**src/rtl/pe_eject_decoder_if.sv**
```systemverilog
// PE ejection port bundle: router handshake into the node plus the consumer read side.
interface pe_eject_decoder_if;
  logic        peso;
  logic [63:0] pedo;
  logic        pero;
  logic        rd_en;
  logic        rd_valid;
  logic [7:0]  rd_src_x;
  logic [7:0]  rd_src_y;
  logic [7:0]  rd_hop;
  logic [31:0] rd_payload;
  logic        rd_err;
  logic [15:0] pkt_cnt;
  logic [15:0] err_cnt;

  modport slave (
    input  peso, pedo, rd_en,
    output pero, rd_valid, rd_src_x, rd_src_y, rd_hop, rd_payload, rd_err,
    output pkt_cnt, err_cnt
  );

  modport master (
    output peso, pedo, rd_en,
    input  pero, rd_valid, rd_src_x, rd_src_y, rd_hop, rd_payload, rd_err,
    input  pkt_cnt, err_cnt
  );
endinterface

```
**src/rtl/pe_eject_decoder.sv**
```systemverilog
// Mesh PE ejection endpoint: decodes packet headers, verifies the reconstructed destination
// against this node, and queues decoded packets in a show-ahead FIFO with saturating counters.
module pe_eject_decoder #(
  parameter int unsigned MY_X  = 0,
  parameter int unsigned MY_Y  = 0,
  parameter int unsigned DEPTH = 4
) (
  input logic                clk,
  input logic                reset,
  pe_eject_decoder_if.slave  bus
);
  localparam int unsigned AW = (DEPTH > 1) ? $clog2(DEPTH) : 1;
  localparam int unsigned CW = AW + 1;

  typedef struct packed {
    logic [7:0]  src_x;
    logic [7:0]  src_y;
    logic [7:0]  hop;
    logic [31:0] payload;
    logic        err;
  } entry_t;

  entry_t          r_mem [DEPTH];
  logic [AW-1:0]   r_wr_ptr;
  logic [AW-1:0]   r_rd_ptr;
  logic [CW-1:0]   r_count;
  logic            r_pero;
  logic [15:0]     r_pkt_cnt;
  logic [15:0]     r_err_cnt;

  logic            w_push;
  logic            w_pop;
  logic            w_valid;
  logic [CW-1:0]   w_count_next;
  logic [1:0]      w_dir;
  logic [3:0]      w_hop_x;
  logic [3:0]      w_hop_y;
  logic [7:0]      w_src_x;
  logic [7:0]      w_src_y;
  logic [7:0]      w_des_x;
  logic [7:0]      w_des_y;
  logic            w_err;
  entry_t          w_in;
  entry_t          w_head;

  // Header decode and destination reconstruction (modulo-256)
  always_comb begin
    w_dir   = bus.pedo[62:61];
    w_hop_x = bus.pedo[55:52];
    w_hop_y = bus.pedo[51:48];
    w_src_x = bus.pedo[47:40];
    w_src_y = bus.pedo[39:32];
    w_des_x = w_dir[1] ? (w_src_x + 8'(w_hop_x)) : (w_src_x - 8'(w_hop_x));
    w_des_y = w_dir[0] ? (w_src_y + 8'(w_hop_y)) : (w_src_y - 8'(w_hop_y));
    w_err   = (w_des_x != 8'(MY_X)) || (w_des_y != 8'(MY_Y)) || (bus.pedo[60:56] != 5'd0);
    w_in.src_x   = w_src_x;
    w_in.src_y   = w_src_y;
    w_in.hop     = bus.pedo[55:48];
    w_in.payload = bus.pedo[31:0];
    w_in.err     = w_err;
  end

  assign w_valid      = (r_count != '0);
  assign w_push       = bus.peso & r_pero;
  assign w_pop        = bus.rd_en & w_valid;
  assign w_count_next = r_count + CW'(w_push) - CW'(w_pop);

  always_ff @(posedge clk or posedge reset) begin
    if (reset) begin
      for (int i = 0; i < int'(DEPTH); i++) r_mem[i] <= '0;
      r_wr_ptr  <= '0;
      r_rd_ptr  <= '0;
      r_count   <= '0;
      r_pero    <= 1'b0;
      r_pkt_cnt <= '0;
      r_err_cnt <= '0;
    end else begin
      if (w_push) begin
        r_mem[r_wr_ptr] <= w_in;
        r_wr_ptr        <= r_wr_ptr + AW'(1);
        if (r_pkt_cnt != 16'hFFFF) r_pkt_cnt <= r_pkt_cnt + 16'd1;
        if (w_err && (r_err_cnt != 16'hFFFF)) r_err_cnt <= r_err_cnt + 16'd1;
      end
      if (w_pop) r_rd_ptr <= r_rd_ptr + AW'(1);
      r_count <= w_count_next;
      // Ready for next edge reflects occupancy after this edge's push/pop
      r_pero  <= (w_count_next < CW'(DEPTH));
    end
  end

  assign w_head = r_mem[r_rd_ptr];

  assign bus.pero       = r_pero;
  assign bus.rd_valid   = w_valid;
  assign bus.rd_src_x   = w_valid ? w_head.src_x   : 8'd0;
  assign bus.rd_src_y   = w_valid ? w_head.src_y   : 8'd0;
  assign bus.rd_hop     = w_valid ? w_head.hop     : 8'd0;
  assign bus.rd_payload = w_valid ? w_head.payload : 32'd0;
  assign bus.rd_err     = w_valid ? w_head.err     : 1'b0;
  assign bus.pkt_cnt    = r_pkt_cnt;
  assign bus.err_cnt    = r_err_cnt;
endmodule

```
**src/flat_wrapper.sv**
```systemverilog
// flat-port wrapper written by rule: the top's interface ports become plain ports
module pe_eject_decoder_flat 
#(
  parameter int unsigned MY_X  = 0,
  parameter int unsigned MY_Y  = 0,
  parameter int unsigned DEPTH = 4
)
  (clk, reset, bus_peso, bus_pedo, bus_rd_en, bus_pero, bus_rd_valid, bus_rd_src_x, bus_rd_src_y, bus_rd_hop, bus_rd_payload, bus_rd_err, bus_pkt_cnt, bus_err_cnt);
  pe_eject_decoder_if bus_i ();
  input logic clk;
  input logic reset;
  input wire logic [$bits(bus_i.peso)-1:0] bus_peso;
  input wire logic [$bits(bus_i.pedo)-1:0] bus_pedo;
  input wire logic [$bits(bus_i.rd_en)-1:0] bus_rd_en;
  output wire logic [$bits(bus_i.pero)-1:0] bus_pero;
  output wire logic [$bits(bus_i.rd_valid)-1:0] bus_rd_valid;
  output wire logic [$bits(bus_i.rd_src_x)-1:0] bus_rd_src_x;
  output wire logic [$bits(bus_i.rd_src_y)-1:0] bus_rd_src_y;
  output wire logic [$bits(bus_i.rd_hop)-1:0] bus_rd_hop;
  output wire logic [$bits(bus_i.rd_payload)-1:0] bus_rd_payload;
  output wire logic [$bits(bus_i.rd_err)-1:0] bus_rd_err;
  output wire logic [$bits(bus_i.pkt_cnt)-1:0] bus_pkt_cnt;
  output wire logic [$bits(bus_i.err_cnt)-1:0] bus_err_cnt;
  assign bus_i.peso = bus_peso;
  assign bus_i.pedo = bus_pedo;
  assign bus_i.rd_en = bus_rd_en;
  assign bus_pero = bus_i.pero;
  assign bus_rd_valid = bus_i.rd_valid;
  assign bus_rd_src_x = bus_i.rd_src_x;
  assign bus_rd_src_y = bus_i.rd_src_y;
  assign bus_rd_hop = bus_i.rd_hop;
  assign bus_rd_payload = bus_i.rd_payload;
  assign bus_rd_err = bus_i.rd_err;
  assign bus_pkt_cnt = bus_i.pkt_cnt;
  assign bus_err_cnt = bus_i.err_cnt;
  pe_eject_decoder #(.MY_X(MY_X), .MY_Y(MY_Y), .DEPTH(DEPTH)) u_core (.clk(clk), .reset(reset), .bus(bus_i));
endmodule
```
**config.mk**
```make
export PLATFORM = sky130hd
export DESIGN_NAME = pe_eject_decoder_flat
export DESIGN_NICKNAME = d
export VERILOG_FILES = /design/src/rtl/pe_eject_decoder_if.sv /design/src/rtl/pe_eject_decoder.sv /design/src/flat_wrapper.sv
export SDC_FILE = /design/constraint.sdc
export NUM_CORES = 1
export LEC_CHECK = 0
export ABC_AREA = 1
export BUFFER_PORTS_ARGS = -buffer_cell sky130_fd_sc_hd__buf_2
export CAP_MARGIN = 20
export CORE_UTILIZATION = 63
export DETAILED_ROUTE_END_ITERATION = 10
export GPL_TIMING_DRIVEN = 0
export PLACE_DENSITY = 0.95
export SETUP_SLACK_MARGIN = 0.4
export SYNTH_ARGS = -nofsm -noshare
export SYNTH_HDL_FRONTEND = slang
export SYNTH_SLANG_ARGS = --single-unit
```
**constraint.sdc**
```tcl
create_clock -name clk -period 21.6 [get_ports clk]
set_input_delay 4.32 -clock clk [delete_from_list [all_inputs] [get_ports clk]]
set_output_delay 4.32 -clock clk [all_outputs]
set_load 0.01 [all_outputs]
```
==> run metrics <==
Sum Neg Setup Slack=0 ps; HP Class=register to register; DRT Wirelength=approximately 39000 µm; RR Startpoint=u_core.r_count[1]$_DFF_PP0_; Site Rows=52; Slew Limit Fails=0; switching power share of the total=0.426; Synth area leader=dfrtp_1; post-route ant nets=0; CP startpoint=u_core.r_count[1]$_DFF_PP0_; # fillers=1382; arrival time worst endpoint=around 3400 ps; Routed met1 length=14400 µm; Synth area leaders=dfrtp_1, o21ai_0, nand2_1; post-synthesis sequential element count=268; critical path fanouts, max=10; detailed placement HPWL=between 20000 and 30000 µm; post_cts resized=0; Combinational Power Share=0.428; vias in the first global route=12.8k; Post-Syn Area=13200 µm²; Core Box Area=20400 µm²; most common cell in the synthesized netlist=nand2_1; starting density of the core=0.648; Worst Max-Slew Pin Slew=1170 ps; share of cells above drive strength 1=0.118; # clock sinks=268; Post-synth ARST share=1.00; CP Class=register to output port; IO buf count=157; clk_lat worst skew=~550 ps; Power Total=2.29 mW; area grow syn2layout=15.8%; Post-CTS Setup Bufs=0; Pwr per Cell Area=150 nW/µm²; CTS root buffer=clkbuf_16; GRT Residual Overflow=0; Synth cell types=29; DRC Markers=0; Bufs on Longest Clock Path=3; Worst slew margin=0.211; largest net degree at the start of global routing=97; ANT cells=0; top sig layer=met4; hold_buf cts=0; Synth top cells by count=nand2_1, o21ai_0, nor2_1; CP Launch Type=register; Max Fclk=129 MHz; top cell type's share of synthesized area=0.508; Reg area=6710 µm²; reg2reg end=u_core.r_count[2]$_DFF_PP0_; NumNets Final=1966; Worst Path Required=between 15000 and 20000 ps; die area=21500 µm²; Global Route Usage Sum=0.366; first-pass GRT wire length=between 60000 and 70000 µm; syn_area_per_cell=~8 µm²; setup violators final=0; maximum VDD drop=0.0713 mV; CTS buffer count=28; Post-Syn Instances=1678; Worst-path clk slew=60 ps; Final Cycle Share=0.358; Post-synth EDFFs=0; placed cells=about 2.1k; R2R Setup Slk=18390 ps; Die H=147 µm; Die Width=147 µm; RSZ-0062 raised after global routing=false; r2r worst-path depth=12; Iter 0 DRT Violations=1741; clock power share=0.208; max_cap viols=0; Via Count=13.0k; fin cells=between 2k and 2.5k; DRT Pass-1 Iters=6; WL met3=4840 µm; routed wl met2=18000 µm; Placer Congestion=0.932; total net switching power=975 µW; antenna violations before repair=0; Mapped Nets=1777; sequential fraction of the synthesis area=0.508; CTS tree=yes; hold path start=u_core.r_mem[125]$_DFFE_PP0P_; outcome=complete, no violations; wire per inst=18.0 µm; P_leak=7.80 nW; final core occ=0.750; prevailing post-synth register cell=dfrtp_1; vias per cell=6.02; Tmin final=7730 ps; Flop pwr share=0.364; IO Pins=159; Worst Setup EP=bus_rd_payload[22]; Worst Skew=11.5 ps; multi-input logic area=5610 µm²; CP endpoint kind=output port; H-tree depth=1; Hold Vio Cnt, Final=0; internal power=1.31 mW; YS warnings=0
per-layer routing:
| metal | vias to the layer above | GRT usage |
|---|---|---|
| met5 | - | 0 |
| met4 | 0 | 0.179 |
| met3 | 173 | 0.0879 |
| met1 | 6095 | 0.471 |
| met2 | 925 | 0.584 |
| li1 | 5802 | - |
worst min-delay path by stage:
| stage | to | slack [ps] | cells after the start |
|---|---|---|---|
| floorplan | u_core.r_mem[0]$_DFFE_PP0P_ | 440 | 2 |
| global placement | u_core.r_mem[29]$_DFFE_PP0P_ | 460 | 2 |
| detailed placement | u_core.r_mem[171]$_DFFE_PP0P_ | 460 | 2 |
| CTS | u_core.r_mem[7]$_DFFE_PP0P_ | 480 | 2 |
| global route | u_core.r_mem[132]$_DFFE_PP0P_ | 500 | 2 |
| finish | u_core.r_mem[125]$_DFFE_PP0P_ | 480 | 2 |
cell type report:
type                    instances  area share
repair buffers                159      0.0550
plain buffers                  99      0.0262
clock inverters                11     0.00565
well taps                     270      0.0221
inverters                     125      0.0312
clock buffers                  40      0.0535
flip-flops and latches        268       0.439
multi-input cells            1186       0.367
critical path, cell delays in order (launching register included):
cell,delay (ps)
dfrtp_1,420
nor3_1,910
clkbuf_1,540
clkbuf_1,590
a21oi_1,190
buf_2,200
placed cells by master, fill, tap and decap left out, types with 2 or more instances in the layout:
master	n
clkbuf_16	29
nand3_2	4
buf_2	162
or2_2	2
xor2_1	22
nor3_1	9
nor2_1	269
dfrtp_1	268
clkinv_2	8
clkbuf_8	5
nand3_1	37
fa_1	3
ha_1	28
xnor2_1	10
o22ai_1	2
clkbuf_1	82
nand2_1	357
buf_16	2
o21ai_0	338
nand4_1	23
buf_1	15
inv_1	124
o21ai_1	8
a21oi_1	68
sequential cells by signal (all words and copies together), names as in the netlist:
| name | cells |
|---|---|
| u_core.r_mem | 228 |
| u_core.r_rd_ptr | 2 |
| u_core.bus.err_cnt | 16 |
| u_core.bus.pkt_cnt | 16 |
| u_core.r_wr_ptr | 2 |
| u_core.r_count | 3 |
| u_core.bus.pero | 1 |
stage by stage:
stage	worst slack (ps)	cell area [µm²]	hold WS, ps
2_1_floorplan	9900	13200	444
3_3_place_gp	7380	14300	460
3_5_place_dp	14510	14400	464
4_1_cts	14060	15300	483
5_1_grt	14000	15300	500
6_report	13870	15300	480
power by group through the flow:
stage | clock (mW) | combinational [mW] | sequential, mW
after floorplan | 0 | 0.605 | 0.804
after global placement | 0 | 0.889 | 0.816
after detailed placement | 0 | 0.934 | 0.826
after CTS | 0.474 | 0.954 | 0.825
after global routing | 0.496 | 1.08 | 0.852
final | 0.477 | 0.979 | 0.834
kinds of logic after synthesis:
| logic type | Yosys count | share of synthesized area |
|---|---|---|
| AO/OA/AOI/OAI | 417 | 0.159 |
| XOR/XNOR | 32 | 0.0212 |
| AND/OR/NAND/NOR | 705 | 0.214 |
| flip-flops | 268 | 0.508 |
| multiplexers | 1 | 0.000854 |
| adder cells (fa/ha/maj) | 31 | 0.0311 |
| buffers and inverters | 224 | 0.0659 |
Power figures use the tool's default switching activity.
